--- src/rtl/multicycle_alu_pkg.sv ---
// Shared opcode encodings and FSM state type for the multi-cycle ALU.
package multicycle_alu_pkg;

    localparam logic [2:0] OP_AND = 3'b000;
    localparam logic [2:0] OP_OR  = 3'b001;
    localparam logic [2:0] OP_ADD = 3'b010;
    localparam logic [2:0] OP_SUB = 3'b011;
    localparam logic [2:0] OP_XOR = 3'b100;
    localparam logic [2:0] OP_SLL = 3'b101;
    localparam logic [2:0] OP_SRL = 3'b110;
    localparam logic [2:0] OP_MUL = 3'b111;

    typedef enum logic {
        S_IDLE = 1'b0,
        S_MUL  = 1'b1
    } state_t;

endpackage

--- src/rtl/multicycle_alu_mul_shift_add.sv ---
// Unsigned shift-add multiplier: one iteration per clock for WIDTH clocks.
// product is the accumulator value after the current iteration, so it is final while last=1.
module mul_shift_add #(
    parameter int WIDTH = 5,
    parameter int CNTW  = 3
) (
    input  logic               clk,
    input  logic               reset,
    input  logic               load,
    input  logic [WIDTH-1:0]   a,
    input  logic [WIDTH-1:0]   b,
    output logic               busy,
    output logic               last,
    output logic [2*WIDTH-1:0] product
);

    logic [WIDTH-1:0]   mcand_reg;
    logic [2*WIDTH-1:0] acc_reg;
    logic [2*WIDTH-1:0] acc_next;
    logic [CNTW-1:0]    cnt_reg;
    logic               busy_reg;
    logic [WIDTH:0]     step_sum;

    // Upper half accumulates partial products; lower half holds the remaining multiplier bits.
    always_comb begin
        step_sum = {1'b0, acc_reg[2*WIDTH-1:WIDTH]}
                 + (acc_reg[0] ? {1'b0, mcand_reg} : {(WIDTH+1){1'b0}});
        acc_next = {step_sum, acc_reg[WIDTH-1:1]};
    end

    assign busy    = busy_reg;
    assign last    = busy_reg && (cnt_reg == CNTW'(WIDTH-1));
    assign product = acc_next;

    always_ff @(posedge clk or posedge reset) begin
        if (reset) begin
            mcand_reg <= '0;
            acc_reg   <= '0;
            cnt_reg   <= '0;
            busy_reg  <= 1'b0;
        end else if (load) begin
            mcand_reg <= a;
            acc_reg   <= {{WIDTH{1'b0}}, b};
            cnt_reg   <= '0;
            busy_reg  <= 1'b1;
        end else if (busy_reg) begin
            acc_reg <= acc_next;
            cnt_reg <= cnt_reg + 1'b1;
            if (last) begin
                busy_reg <= 1'b0;
            end
        end
    end

endmodule

--- src/rtl/multicycle_alu.sv ---
// Registered ALU with start/ready/done handshake: single-cycle logic/arith/shift ops
// and a WIDTH-cycle unsigned multiply.
module multicycle_alu
    import multicycle_alu_pkg::*;
#(
    parameter int WIDTH = 5,
    parameter int CNTW  = 3
) (
    input  logic             clk,
    input  logic             reset,
    input  logic             start,
    input  logic [WIDTH-1:0] a,
    input  logic [WIDTH-1:0] b,
    input  logic [2:0]       op,
    output logic             ready,
    output logic             done,
    output logic [WIDTH-1:0] result,
    output logic [WIDTH-1:0] result_hi,
    output logic             zero,
    output logic             carry,
    output logic             ovf
);

    state_t             state_reg, state_next;
    logic               accept, mul_load, mul_busy, mul_last;
    logic [2*WIDTH-1:0] mul_product;
    logic [WIDTH-1:0]   simple_result;
    logic               simple_carry, simple_ovf;
    logic [WIDTH:0]     add_wide, sub_wide;

    logic               done_reg, zero_reg, carry_reg, ovf_reg;
    logic [WIDTH-1:0]   result_reg, result_hi_reg;

    assign ready    = (state_reg == S_IDLE);
    assign accept   = ready && start;
    assign mul_load = accept && (op == OP_MUL);

    mul_shift_add #(.WIDTH(WIDTH), .CNTW(CNTW)) u_mul (
        .clk     (clk),
        .reset   (reset),
        .load    (mul_load),
        .a       (a),
        .b       (b),
        .busy    (mul_busy),
        .last    (mul_last),
        .product (mul_product)
    );

    always_ff @(posedge clk or posedge reset) begin
        if (reset) begin
            state_reg <= S_IDLE;
        end else begin
            state_reg <= state_next;
        end
    end

    always_comb begin
        state_next = state_reg;
        case (state_reg)
            S_IDLE:  if (mul_load) state_next = S_MUL;
            S_MUL:   if (mul_last || !mul_busy) state_next = S_IDLE;
            default: state_next = S_IDLE;
        endcase
    end

    // Simple-op datapath works straight from the inputs so the result lands on the accepting edge.
    always_comb begin
        add_wide      = {1'b0, a} + {1'b0, b};
        sub_wide      = {1'b0, a} - {1'b0, b};
        simple_result = '0;
        simple_carry  = 1'b0;
        simple_ovf    = 1'b0;
        case (op)
            OP_AND: simple_result = a & b;
            OP_OR:  simple_result = a | b;
            OP_XOR: simple_result = a ^ b;
            OP_ADD: begin
                simple_result = add_wide[WIDTH-1:0];
                simple_carry  = add_wide[WIDTH];
                simple_ovf    = (a[WIDTH-1] == b[WIDTH-1]) && (add_wide[WIDTH-1] != a[WIDTH-1]);
            end
            OP_SUB: begin
                simple_result = sub_wide[WIDTH-1:0];
                simple_carry  = sub_wide[WIDTH];
                simple_ovf    = (a[WIDTH-1] != b[WIDTH-1]) && (sub_wide[WIDTH-1] != a[WIDTH-1]);
            end
            OP_SLL: if (32'(b) < WIDTH) simple_result = a << b;
            OP_SRL: if (32'(b) < WIDTH) simple_result = a >> b;
            default: simple_result = '0;
        endcase
    end

    always_ff @(posedge clk or posedge reset) begin
        if (reset) begin
            done_reg      <= 1'b0;
            result_reg    <= '0;
            result_hi_reg <= '0;
            zero_reg      <= 1'b0;
            carry_reg     <= 1'b0;
            ovf_reg       <= 1'b0;
        end else begin
            done_reg <= 1'b0;
            if (accept && (op != OP_MUL)) begin
                done_reg      <= 1'b1;
                result_reg    <= simple_result;
                result_hi_reg <= '0;
                zero_reg      <= (simple_result == '0);
                carry_reg     <= simple_carry;
                ovf_reg       <= simple_ovf;
            end else if ((state_reg == S_MUL) && mul_last) begin
                done_reg      <= 1'b1;
                result_reg    <= mul_product[WIDTH-1:0];
                result_hi_reg <= mul_product[2*WIDTH-1:WIDTH];
                zero_reg      <= (mul_product == '0);
                carry_reg     <= |mul_product[2*WIDTH-1:WIDTH];
                ovf_reg       <= 1'b0;
            end
        end
    end

    assign done      = done_reg;
    assign result    = result_reg;
    assign result_hi = result_hi_reg;
    assign zero      = zero_reg;
    assign carry     = carry_reg;
    assign ovf       = ovf_reg;

endmodule

--- config.mk ---
export PLATFORM = sky130hd
export DESIGN_NAME = multicycle_alu
export DESIGN_NICKNAME = d
export VERILOG_FILES = /design/src/rtl/multicycle_alu_pkg.sv /design/src/rtl/multicycle_alu_mul_shift_add.sv /design/src/rtl/multicycle_alu.sv
export SDC_FILE = /design/constraint.sdc
export NUM_CORES = 1
export LEC_CHECK = 0
export CORE_UTILIZATION = 60
export CTS_CLUSTER_DIAMETER = 120
export DETAILED_ROUTE_END_ITERATION = 6
export DONT_BUFFER_PORTS = 1
export GPL_TIMING_DRIVEN = 0
export PLACE_DENSITY = 0.87
export SETUP_SLACK_MARGIN = 0.05
export SLEW_MARGIN = 25
export SYNTH_ARGS = -nofsm -noshare
export SYNTH_HDL_FRONTEND = slang
export SYNTH_SLANG_ARGS = --single-unit
--- constraint.sdc ---
create_clock -name clk -period 4.3 [get_ports clk]
set_input_delay 0.86 -clock clk [delete_from_list [all_inputs] [get_ports clk]]
set_output_delay 0.86 -clock clk [all_outputs]
set_load 0.05 [all_outputs]
### Word-level counts from Yosys, hierarchy flattened

Index checks and enable logic that the tools add are counted.

* add/sub/neg operators: 4
* magnitude comparators: 1
* equality and inequality tests: 13
* shifts and indexed selects: 2
* mux-type cells: 28
* bitwise logic cells: 4
* reductions and logical operators: 15

Operators by type and width (count)
* 2-to-1 mux 5 bit: 7
* one-hot mux 5 bit (7 select lines): 1
* 2-to-1 mux 10 bit: 2
* equality test 3 bit, second input constant: 5
* 2-to-1 mux 1 bit: 13
* logical NOT 10 bit: 1
* logical AND 1 bit: 7
* adder 5 x 5 -> 6 bit: 1
* adder 5 x 6 -> 6 bit: 1
* equality test 3 x 2 -> 1 bit, second input constant: 2
* 2-to-1 mux 3 bit: 2
* one-hot mux 1 bit (2 select lines): 3
* subtractor 5 x 5 -> 6 bit: 1
* bitwise AND 5 bit: 1
* logical NOT 5 bit: 1
* < comparator 5 x 3 -> 1 bit, second input constant: 1
* OR 5 bit: 1
* OR reduction 5 bit: 1
* left shift 5 x 5 -> 5 bit: 1
* right shift 5 x 5 -> 5 bit: 1
* XOR 5 bit: 1
* nonzero test 2 bit: 2
* adder 3 x 1 -> 3 bit, second input constant: 1
* equality test 3 x 1 -> 1 bit, second input constant: 1
* 7 further kinds: 9

* register bits after elaboration: 34
* output and inout bits: 15
* word-level logic and storage cells: 78

### Longest topological paths before layout

* depth in word-level cells: 5
* gate-level depth with buffers: 10
* depth with buffers taken out: 10

### By module

Synthesis repeated with hierarchy kept, for this count alone.

* cells, all modules: 325
* area total of the unflattened synthesis: 2859.0 um^2

Modules (own cells, without submodules)
* multicycle_alu: times used 1, cells each 218, area an instance 1747.9 um^2, seq. area each 375.4 um^2
* mul_shift_add: times used 1, cells each 107, area an instance 1111.1 um^2, seq. area each 475.5 um^2

### Worst setup path before layout

OpenSTA, ideal clock, no wires.

* kind: input-to-reg
* start point: input port b[2]
* end point: register zero_reg (netlist: zero)
* setup time: 0.120 ns
* arrival time: 2.528 ns
* required time: 4.180 ns
* slack: 1.652 ns
* cell stages on the path: 9
* path buffers: 1
* cell sequence: clkbuf_1 inv_1 ha_1 inv_1 o31ai_2 xor2_1 nand3_1 and4_1 a31o_1

* longest elaborated chain between the ends: 5
* elaborated cells between the ends (all ways): 13

Ends and longest elaborated chain
* start, declared: line multicycle_alu.sv:13 `input logic [WIDTH-1:0] b,`
* < comparator 5 x 3 -> 1 bit (tied with other cells): line multicycle_alu.sv:87, multicycle_alu.sv:88
* 2-to-1 mux 5 bit, on equally long branches: line multicycle_alu.sv:88, multicycle_alu.sv:87
* one-hot mux 5 bit (7 select lines) (*): line multicycle_alu.sv:73 `case (op)`
* logical NOT 5 bit (*): line multicycle_alu.sv:107 `zero_reg <= (simple_result == '0);`
* 2-to-1 mux 1 bit (*): line multicycle_alu.sv:103 `if (accept && (op != OP_MUL)) begin`
* end signal, assigned: line multicycle_alu.sv:107
* end signal, assigned: line multicycle_alu.sv:114 `zero_reg <= (mul_product == '0);`
* end, declared: line multicycle_alu.sv:31 `logic done_reg, zero_reg, carry_reg, ovf_reg;`

Every way passes the cells marked *; elsewhere a longest branch is shown, timed or not.
A chain may end at the register's enable or synchronous reset.

### Final worst setup path

* start point: input port b[4]
* end point: register result_reg[4] (netlist: result[4])

* longest elaborated chain between the ends: 4
* elaborated cells between the ends (all ways): 12

Ends and longest elaborated chain
* < comparator 5 x 3 -> 1 bit (tied with other cells): line multicycle_alu.sv:87, multicycle_alu.sv:88
* 2-to-1 mux 5 bit, on equally long branches: line multicycle_alu.sv:88, multicycle_alu.sv:87
* one-hot mux 5 bit (7 select lines) (*): line multicycle_alu.sv:73
* 2-to-1 mux 5 bit (*): line multicycle_alu.sv:103
* end signal, assigned: line multicycle_alu.sv:105 `result_reg <= simple_result;`
* end signal, assigned: line multicycle_alu.sv:112 `result_reg <= mul_product[WIDTH-1:0];`
* end, declared: line multicycle_alu.sv:32 `logic [WIDTH-1:0] result_reg, result_hi_reg;`

Marked as above.

==> results.toml <==
[outcome]
status = "complete, no violations"

[critical_path]
worstPathCellList = "clkbuf_1 > inv_1 > ha_1 > nand2b_1 > a21oi_1 > o311ai_0 > o211a_1 > a21oi_1 > a221o_1"
path_max_fanout = 10
cp_common_cell = "a21oi_1"
r2r_cells = 10
rrSetupSlack_ps = 1750
cp-end-kind = "register"
critPathLaunchType = "input pin"
worst-path-buf-inv = 2
crit_cells = 9
cpPeakStageDelay_ps = 460
slowest_stage = "o311ai_0"
crit_required_ps = 4470
cp.arrival_ps = 2810
path_class = "input pin to register"
cp_top_family = "compound AO/OA/AOI/OAI gates"

[placed_design]
numPortBuffers = 0
dpl_cell_area_um2 = 2730
placedCellCount = 347
pre_cts_ws_ps = 1390
dp.final_hpwl_mm = 4.49
place.gp.congestion = 0.993

[drt]
drc = 0
wirelength_mm = 5.95
viasPerCell = 6.35
wl_per_cell_um = 16.8
drtPass1Iterations = 5
drt_iter0_drc = 188
num_vias = 2253
ant_nets = 0

[job]
cap_violations = 0

[logic_synthesis]
synth_edf_count = 0
async_flop_share = 1.00
syn_inst = 297
syn-num-nets = 338
yosys.area.top_type = "dfrtp_1"
synth.most_common_cell = "dfrtp_1"
synth_ff_type = "dfrtp_1"
synth.distinct_cells = 64
synthTopCellsByCount = "34 x dfrtp_1, 23 x nand2_1, 22 x ha_1, 22 x inv_1, 20 x a21oi_1"
yosysWarnings = 0
syn_area_um2 = 2670
synth-seq-cells = 34
yosysSeqAreaShare = 0.319
yosys-top-cells-area = "dfrtp_1 32%, ha_1 10%, mux2i_1 4.5%"
avgSynthCellArea_um2 = 8.98
yosysTopAreaCellShare = 0.319

[sta]
slew_violations = 0
final.min_clock_period_ps = 2640
hold_violations = 0
max_freq_mhz = 379
slew-limit-headroom = 0.545
rsz0062_at_grt = "no"
clock_skew_ps = 5.40
report.final.setup_viol = 0
setup_tns_ps = 0
period_share = 0.614
tightest_slew_ps = 681
fin_ws_ps = 1660

[cells_and_area]
antenna-diode-count = 0
layoutNonFillerInstCount = 355
stdcell_area_um2 = 2820
drive_gt1_frac = 0.0984
finalNetCount = 345
largest_register_ffs = 10
area_growth_pct = 5.77

[clock_tree]
clock_sinks = 34
cts_made_buffers = 5
htreeDepth = 2
hold_buffers = 0
cts.repair.resized = 0
cts_tree = "yes"
cts_setup_buffers = 0
cts_buffer_depth = 2
clk_pin_slew_ps = 60
clock-root-buffer = "clkbuf_8"
clkLatencyLatePin_ps = 280

[grt]
grt_start_max_net_pins = 35
overflow = 0
antenna_found_initial = 0
grt_pass1_wl_mm = 9.46
track_usage = 0.273
grt_pass1_vias = 1990

[floorplanning]
die_y_um = 68.7
dieArea_um2 = 4710
std_cell_rows = 23
start_util = 0.643
coreArea_um2 = 4140
die_w_um = 68.7
ios = 31

[power_and_ir_drop]
p_leak_nw = 1.27
power_mw = 1.35
max-vdd-ir-drop_mv = 0.267
p_per_area_nw_per_um2 = 479

[hold_path]
hold_path_depth = 1
hp-class = "register to register"
-- worst paths after layout --
kind / end / start
worst max-delay path: result[4] / b[4]
worst min register to register: u_mul.mcand_reg[3] / u_mul.mcand_reg[3]
max in group asynchronous: u_mul.acc_reg[1] / reset
min in group asynchronous: result_hi[4] / reset
worst max register to register: carry / u_mul.acc_reg[0]
worst min-delay path: u_mul.mcand_reg[3] / u_mul.mcand_reg[3]
-- metal layers --
| metal | vias up | global-route usage | part of all wire |
|---|---|---|---|
| met4 | 0 | 0.0625 | 0.0044 |
| li1 | 1075 | - | - |
| met5 | - | 0 | 0 |
| met2 | 89 | 0.404 | 0.44 |
| met3 | 4 | 0.0724 | 0.085 |
| met1 | 1085 | 0.392 | 0.47 |
-- cells in the final DEF (no fill, tap or decap), types with 5 or more instances in the layout --
master and n:
dfrtp_1 34, nand2_1 23, ha_1 22, inv_1 21
a21oi_1 20, nor2_1 15, mux2i_1 12, o21ai_0 11
o21ai_1 10, nand3_1 10, clkbuf_1 9, xnor2_1 7
nor2b_1 6, nor3_1 6, mux2_2 6, clkbuf_8 6
buf_2 5, nand2b_1 5
-- worst register-to-register path, cell delays in order, from the launching register on --
cell and delay (ps):
dfrtp_1 420, and2_1 190, ha_1 220, inv_1 80, fa_1 210, nor2b_1 60
o21a_1 180, or3_4 360, a2111oi_4 410, a21oi_1 130, a31o_1 200
-- area by class of cell --
class                           count  area (µm²)
Buffer                             14        58.8
Clock buffer                        7        86.3
Clock inverter                      1        5.00
Fill cell                         330        1320
Inverter                           24        90.1
Multi-Input combinational cell    225        1670
Sequential cell                    34         851
Tap cell                           50        62.6
-- power by group --
| part | switching (mW) | leakage (nW) | internal, mW |
|---|---|---|---|
| registers | 0.130 | 0.431 | 0.414 |
| clock network | 0.109 | 0.0482 | 0.129 |
| logic | 0.319 | 0.794 | 0.249 |
| total | 0.558 | 1.27 | 0.793 |
-- through the flow --
step	hold slack (ps)	utilization
2_1_floorplan	472	-
3_3_place_gp	485	0.659
3_5_place_dp	501	0.659
4_1_cts	515	0.681
5_1_grt	520	0.681
6_report	511	0.681
-- kinds of logic after synthesis --
| kind of cell | count (synthesis) | synth area share |
|---|---|---|
| AOI/OAI and AO/OA | 87 | 0.226 |
| xor gates and xnor gates | 10 | 0.0329 |
| adders and majority gates | 25 | 0.126 |
| buffers and inverters | 38 | 0.0558 |
| DFF | 34 | 0.319 |
| muxes | 19 | 0.0746 |
| and+or+nand+nor | 84 | 0.166 |
Power figures use the tool's default switching activity.
